==> src/rtl/uart_receiver.sv <==
// UART receiver: synchronized serial input, start/data/stop framing with oversampled bit timing,
// a valid/ready output holding register, and one-cycle framing and overrun pulses.
module uart_receiver #(
   parameter int DATA_SIZE    = 8,
   parameter int CLKS_PER_BIT = 1,
   parameter int SYNC_STAGES  = 2
) (
   input  logic                 clk,
   input  logic                 reset_n,
   input  logic                 serial_data_in,
   input  logic                 rx_ready,
   output logic [DATA_SIZE-1:0] data_out,
   output logic                 rx_valid,
   output logic                 framing_error,
   output logic                 overrun_error
);

   localparam int unsigned HALF       = (CLKS_PER_BIT - 1) / 2;
   localparam int unsigned START_LAST = (HALF > 0) ? HALF - 1 : 0;
   localparam int          BAUD_W     = (CLKS_PER_BIT > 1) ? $clog2(CLKS_PER_BIT) : 1;
   localparam int          BIT_W      = $clog2(DATA_SIZE + 1);

   typedef enum logic [2:0] {
      IDLE,
      START,
      DATA,
      STOP,
      BREAK
   } state_t;

   state_t                 r_state;
   state_t                 w_state_next;
   logic [SYNC_STAGES-1:0] r_sync;
   logic [BAUD_W-1:0]      r_baud;
   logic [BIT_W-1:0]       r_bit;
   logic [DATA_SIZE-1:0]   r_shift;
   logic [DATA_SIZE-1:0]   r_data;
   logic                   r_valid;
   logic                   r_framing;
   logic                   r_overrun;

   logic                   w_rx;
   logic                   w_baud_done;
   logic                   w_start_done;
   logic                   w_bit_last;
   logic                   w_transition;
   logic                   w_shift;
   logic                   w_stop_good;
   logic                   w_stop_bad;
   logic [DATA_SIZE:0]     w_cat;

   always_ff @(posedge clk or negedge reset_n) begin
      if (!reset_n) r_sync <= '1;
      else          r_sync <= {r_sync[SYNC_STAGES-2:0], serial_data_in};
   end

   assign w_rx         = r_sync[SYNC_STAGES-1];
   assign w_baud_done  = (r_baud == BAUD_W'(CLKS_PER_BIT - 1));
   assign w_start_done = (r_baud == BAUD_W'(START_LAST));
   assign w_bit_last   = (r_bit == BIT_W'(DATA_SIZE - 1));
   assign w_cat        = {w_rx, r_shift};

   always_ff @(posedge clk or negedge reset_n) begin
      if (!reset_n) r_state <= IDLE;
      else          r_state <= w_state_next;
   end

   // With no half-bit delay the start bit is its own sample, so IDLE skips START.
   always_comb begin
      w_state_next = r_state;
      w_shift      = 1'b0;
      w_stop_good  = 1'b0;
      w_stop_bad   = 1'b0;
      case (r_state)
         IDLE:  if (!w_rx) w_state_next = (HALF == 0) ? DATA : START;
         START: if (w_start_done) w_state_next = w_rx ? IDLE : DATA;
         DATA: begin
            if (w_baud_done) begin
               w_shift = 1'b1;
               if (w_bit_last) w_state_next = STOP;
            end
         end
         STOP: begin
            if (w_baud_done) begin
               if (w_rx) begin
                  w_stop_good  = 1'b1;
                  w_state_next = IDLE;
               end else begin
                  w_stop_bad   = 1'b1;
                  w_state_next = BREAK;
               end
            end
         end
         BREAK:   if (w_rx) w_state_next = IDLE;
         default: w_state_next = IDLE;
      endcase
      w_transition = (w_state_next != r_state);
   end

   always_ff @(posedge clk or negedge reset_n) begin
      if (!reset_n) begin
         r_baud <= '0;
         r_bit  <= '0;
      end else begin
         if (w_transition || w_shift)
            r_baud <= '0;
         else if (r_state == START || r_state == DATA || r_state == STOP)
            r_baud <= r_baud + BAUD_W'(1);
         if (w_transition)
            r_bit <= '0;
         else if (w_shift)
            r_bit <= r_bit + BIT_W'(1);
      end
   end

   always_ff @(posedge clk or negedge reset_n) begin
      if (!reset_n) begin
         r_shift   <= '0;
         r_data    <= '0;
         r_valid   <= 1'b0;
         r_framing <= 1'b0;
         r_overrun <= 1'b0;
      end else begin
         r_framing <= w_stop_bad;
         r_overrun <= w_stop_good && r_valid && !rx_ready;
         if (w_shift) r_shift <= w_cat[DATA_SIZE:1];
         // A byte consumed on the same edge a new one lands leaves rx_valid high.
         if (w_stop_good && (!r_valid || rx_ready)) begin
            r_data  <= r_shift;
            r_valid <= 1'b1;
         end else if (r_valid && rx_ready) begin
            r_valid <= 1'b0;
         end
      end
   end

   assign data_out      = r_data;
   assign rx_valid      = r_valid;
   assign framing_error = r_framing;
   assign overrun_error = r_overrun;

endmodule

==> config.mk <==
export PLATFORM = sky130hd
export DESIGN_NAME = uart_receiver
export DESIGN_NICKNAME = d
export VERILOG_FILES = /design/src/rtl/uart_receiver.sv
export SDC_FILE = /design/constraint.sdc
export NUM_CORES = 1
export LEC_CHECK = 0
export BUFFER_PORTS_ARGS = -buffer_cell sky130_fd_sc_hd__buf_2
export CAP_MARGIN = 15
export CORE_MARGIN = 3
export CORE_UTILIZATION = 25
export DETAILED_ROUTE_END_ITERATION = 7
export GPL_TIMING_DRIVEN = 0
export SLEW_MARGIN = 20
export SYNTH_ARGS = -nofsm -noshare
export SYNTH_HDL_FRONTEND = slang
export SYNTH_SLANG_ARGS = --single-unit
==> constraint.sdc <==
create_clock -name clk -period 1.9 [get_ports clk]
set_input_delay 0.285 -clock clk [delete_from_list [all_inputs] [get_ports clk]]
set_output_delay 0.285 -clock clk [all_outputs]
set_load 0.05 [all_outputs]
==> reports/metrics.yaml, run 1 <==
status: "completed"
syn-cell-area_um2: 1180
area_delta_synth_final_pct: 19.6
ys_warn_count: 0
end_kind: "register"
hold_viol: 0
diodes: 0
switching_share_pct: 41.5
path_delay_family: "simple AND/OR/NAND/NOR gates"
crit_type: "reg -> reg"
cts_max_level: 2
ys.flop_type: "dfrtp_1"
synth.avg_cell_area_um2: 11.2
combPwrFrac_pct: 39.5
syn_inst: 106
cp_data_required_time_ns: 2.11
yosysMostFrequentCell: "nand2_1"
cp_cell_sequence: "clkbuf_2 -> or4b_4 -> or4_1 -> a21oi_1"
synthTopCellsByCount: "30 x nand2_1, 27 x dfrtp_1, 8 x mux2_2"
synth_seq_cells: 29
grt_pass1_wl_mm: 3.77
clk_path_buf_depth: 2
ctsHoldBuffers: 0
hold_class: "in -> async"
fmax_mhz: 568
grt_pass1_vias: 846
worstMarginPinSlew_ns: 0.898
critical_path.max_stage_delay_ns: 0.57
die_h_um: 74.8
totalWireLength_mm: 2.01
ys_types: 27
syn_nets: 111
skew_ns: 0.0107
worst_setup_path_start_kind: "register"
maxSlewViolCount: 0
r2r_start: "r_baud"
grt.total_usage_pct: 8.93
drcViolationCount: 0
cp_max_fo: 8
dr.pass1.iters: 4
synth_edf_count: 0
post_cts_buffers: 0
io_pins: 15
hold-worst-slack_ns: 0.0128
drtAntennaViolNets: 0
overflow: 0
p_clk_share_pct: 20.6
io_buffers: 14
yosys.area.top_type_share_pct: 57.1
p_switching_uw: 1050
drive_gt1_share_pct: 29.7
cts_root_buf: "clkbuf_8"
setup-violations-final: 0
reg2reg_to: "r_bit[3]"
cellPowerDensity_nw_per_um2: 1800
cts_tree: "yes"
slew_headroom_pct: 40.0
post-dp-hpwl_mm: 1.42
p_seq_share_pct: 39.9
initial_core_util_pct: 26.4
utilization_pct: 31.6
yosysSeqAreaShare_pct: 61.6
dieArea_um2: 5590
clock-sinks: 29
maxCapViolations: 0
post_cts_resized: 0
gp_congestion: 0.699
die_x_um: 74.8
grt_max_degree: 30
drtIter0Drc: 10
cp.arrival_ns: 1.97
clock_latency_ns: 0.28
synthArstFlopShare_pct: 100
cts_made_buffers: 5
p_leak_uw: 0.000695
wire_per_inst_um: 11.2
grt_setup_unrepaired: "true"
period_share_pct: 92.7
clk_pin_slew_worst_paths_ns: 0.07
ff2ff_setup_slack_ns: 0.14
reg2regPathDepth: 4
ir_drop_mv: 0.897
path_buf_inv: 1
fin_nets: 132
rows: 24
yosysTopAreaCell: "dfrtp_1"
final.min_clock_period_ns: 1.76
coreArea_um2: 4470
p_int_uw: 1490
vias: 809
yosys-top-cells-area: "dfrtp_1 57%, nand2_1 9.5%, mux2_2 7.6%"
drt-vias-per-instance: 4.49
grt_antenna_before_repair: 0
slowest_stage: "or4b_4"
power groups by stage:
stage / clock, uW / combinational (uW) / sequential, uW
detailed placement: 0 / 1020 / 1020
global route: 575 / 1140 / 1040
CTS: 545 / 1020 / 1010
floorplan: 0 / 505 / 1280
finish: 524 / 1000 / 1010
global placement: 0 / 983 / 1010
cells in the final DEF, fill, tap and decap left out, drive strengths merged, types with 3 or more instances in the layout:
cell type / n
nor2: 5
clkbuf: 9
nand3: 3
buf: 16
nand2: 30
a21oi: 6
dfrtp: 27
mux2: 8
cells by family (layout without fill, tap and decap cells):
family          Yosys count  in the layout  share of synthesized area [%]
compound gates           12             12                           5.93
xor+xnor                  1              1                          0.741
fa+ha+maj                 1              1                           1.06
buf+inv                   6             28                           2.75
flops                    29             29                           61.6
mux                       8              8                           7.62
simple gates             49             49                           20.3
metal layers:
layer | vias up | global-route usage [%] | part of all wire [%]
met1 | 389 | 10.9 | 44
met2 | 14 | 14.1 | 49
li1 | 400 | - | -
met5 | - | 0 | 0
met4 | 0 | 4.15 | 2.2
met3 | 6 | 3.20 | 4.2
worst max path at each step:
stage / startpoint / end / slack (ns) / cells past startpoint
finish: r_baud / r_bit[3] / 0.14 / 4
global route: r_baud / r_bit[1] / -0.001 / 4
CTS: r_baud / r_bit[3] / 0.13 / 4
detailed placement: r_baud / r_bit[3] / 0.16 / 4
global placement: r_baud / r_bit[3] / 0.17 / 4
floorplan: r_state[0] / r_bit[3] / 0.22 / 4
cell type report:
type / count / area (um2)
Multi-Input combinational cell: 71 / 422
Clock buffer: 6 / 82.6
Timing Repair Buffer: 14 / 70.1
Sequential cell: 29 / 728
Buffer: 5 / 28.8
Tap cell: 52 / 65.1
Fill cell: 441 / 3060
Inverter: 1 / 3.75
Clock inverter: 2 / 13.8
registers in the layout, summed over array words and instances, names as in the netlist:
signal         flops
overrun_error      1
r_sync             2
framing_error      1
r_state            3
rx_valid           1
r_shift            8
data_out           8
r_baud             1
r_bit              4
per-stage QoR:
step	std cells	setup WS, ns	total power, uW	setup TNS (ns)	instance area, um2
floorplan	106	0.217	1780	0	1180
global placement	172	0.173	1990	0	1320
detailed placement	172	0.159	2040	0	1320
CTS	180	0.135	2580	0	1410
global route	180	-0.00113	2750	-0.00113	1410
finish	180	0.140	2540	0	1410
worst register-to-register path, delay by kind of cell, from the launching register on:
| family | cells | cell delay, ns |
|---|---|---|
| compound gates | 1 | 0.13 |
| flops | 1 | 0.36 |
| buf+inv | 1 | 0.16 |
| simple gates | 2 | 1.05 |
Power figures use the tool's default switching activity.
==> run 2, diff against run 1 <==
RECOVER_POWER = 100   (was unset)
==> reports/metrics.yaml, run 2 (synthesized netlist as in run 1, its figures left out) <==
cts_tree: "yes"  # unchanged
post_cts_buffers: 0  # unchanged
clk_pin_slew_worst_paths_ns: 0.07  # about the same
wire_per_inst_um: 11.2  # about the same
ir_drop_mv: 0.902  # was 0.897 mV
startpoint: "r_baud"  # unchanged
initial_core_util_pct: 26.4  # unchanged
drive_gt1_share_pct: 20.3  # was 29.7%
dieArea_um2: 5590  # unchanged
die_x_um: 74.8  # unchanged
vias: 810  # was 809
clock_latency_ns: 0.28  # about the same
cts_root_buf: "clkbuf_8"  # unchanged
io_buffers: 14  # unchanged
final_cell_mix: "30 x nand2_1, 27 x dfrtp_1, 14 x clkbuf_1"  # was 30 x nand2_1, 27 x dfrtp_1, 15 x buf_2
status: "completed"  # unchanged
die_h_um: 74.8  # unchanged
maxSlewViolCount: 0  # unchanged
clock-sinks: 29  # unchanged
drtAntennaViolNets: 0  # unchanged
clk_path_buf_depth: 2  # unchanged
rows: 24  # unchanged
r2r_start: "r_baud"  # unchanged
worstMarginPinSlew_ns: 1.45  # was 0.898 ns
fmax_mhz: 568  # about the same
drtIter0Drc: 10  # unchanged
worst_setup_path_start_kind: "register"  # unchanged
grt_max_degree: 30  # unchanged
fin_nets: 132  # unchanged
grt_antenna_before_repair: 0  # unchanged
cts_made_buffers: 5  # unchanged
grt_pass1_wl_mm: 3.77  # unchanged
cp.arrival_ns: 1.97  # about the same
hold_viol: 0  # unchanged
setup-violations-final: 0  # unchanged
totalWireLength_mm: 2.02  # was 2.01 mm
cts_max_level: 2  # unchanged
grt_pass1_vias: 846  # unchanged
end_kind: "register"  # unchanged
crit_type: "reg -> reg"  # unchanged
overflow: 0  # unchanged
grt.total_usage_pct: 8.93  # unchanged
cp_data_required_time_ns: 2.11  # about the same
slew_headroom_pct: 3.05  # was 40.0%
grt_setup_unrepaired: "true"  # unchanged
drcViolationCount: 0  # unchanged
cp_max_fo: 8  # unchanged
p_leak_uw: 0.000652  # was 0.000695 uW
drt-vias-per-instance: 4.50  # was 4.49
gp_congestion: 0.699  # unchanged
period_share_pct: 92.6  # was 92.7%
final.min_clock_period_ns: 1.76  # about the same
cellPowerDensity_nw_per_um2: 1800  # about the same
io_pins: 15  # unchanged
skew_ns: 0.0113  # was 0.0107 ns
layout.cells.most_common: "nand2_1"  # unchanged
power_uw: 2520  # was 2540 uW
hp-start: "serial_data_in"
coreArea_um2: 4470  # unchanged
post-dp-hpwl_mm: 1.42  # unchanged
multiInputGateArea_um2: 422  # unchanged
seq_area_um2: 728  # unchanged
diodes: 0  # unchanged
dr.pass1.iters: 4  # unchanged
hold_class: "in -> reg"  # was in -> async
area_delta_synth_final_pct: 18.3  # was 19.6%
fill_cells: 448  # was 441
maxCapViolations: 0  # unchanged
hold-worst-slack_ns: 0.105  # was 0.0128 ns
## run 2: layout make-up
class	instances	area share (%)
sequential	29	52.1
multi-input combinational	71	30.1
clock buffer	6	5.90
tap	52	4.65
timing repair buffer	14	3.94
buffer	5	2.06
clock inverter	2	0.984
inverter	1	0.268
## run 2: repair_timing
action / 4_1_cts / 5_1_grt
hold buffers: 0 / 0
gates resized for setup: 0 / 0
endpoints found under the setup margin: 0 / 1
## run 2: worst max-delay path, cell delays in order, from the launching register on
cell and delay, ns:
dfrtp_1 0.36, clkbuf_2 0.16, or4b_4 0.57, or4_1 0.48, a21oi_1 0.13
## run 2: routing by layer
layer	GRT usage [%]	vias to the layer above	wire, um
met4	4.15	0	45
li1	-	401	-
met1	10.9	389	924
met3	3.20	6	77
met2	14.1	14	973
met5	0	-	0
## run 2: final timing paths
kind	end	slack, ns	depth (start not counted)
setup / recovery	r_bit[3]	0.14	4
hold / removal	r_sync[0]	0.10	1
setup reg to reg	r_bit[3]	0.14	4
hold reg to reg	r_sync[1]	0.36	0
max in group asynchronous	r_bit[2]	0.71	1
min in group asynchronous	data_out[0]	0.34	1
## run 2: power breakdown
group	switching [uW]	total [uW]	internal [uW]
clock	234	527	293
combinational	666	978	313
sequential	158	1010	856
## run 2: stage by stage
step	worst slack (ns)	cell area, um2	std cells	setup TNS [ns]	utilization (%)
after floorplan	0.217	1180	106	0	-
after global placement	0.173	1320	172	0	29.4
after detailed placement	0.159	1320	172	0	29.4
after CTS	0.135	1410	180	0	31.6
after global routing	-0.00113	1400	180	-0.00113	31.3
final	0.141	1400	180	0	31.3
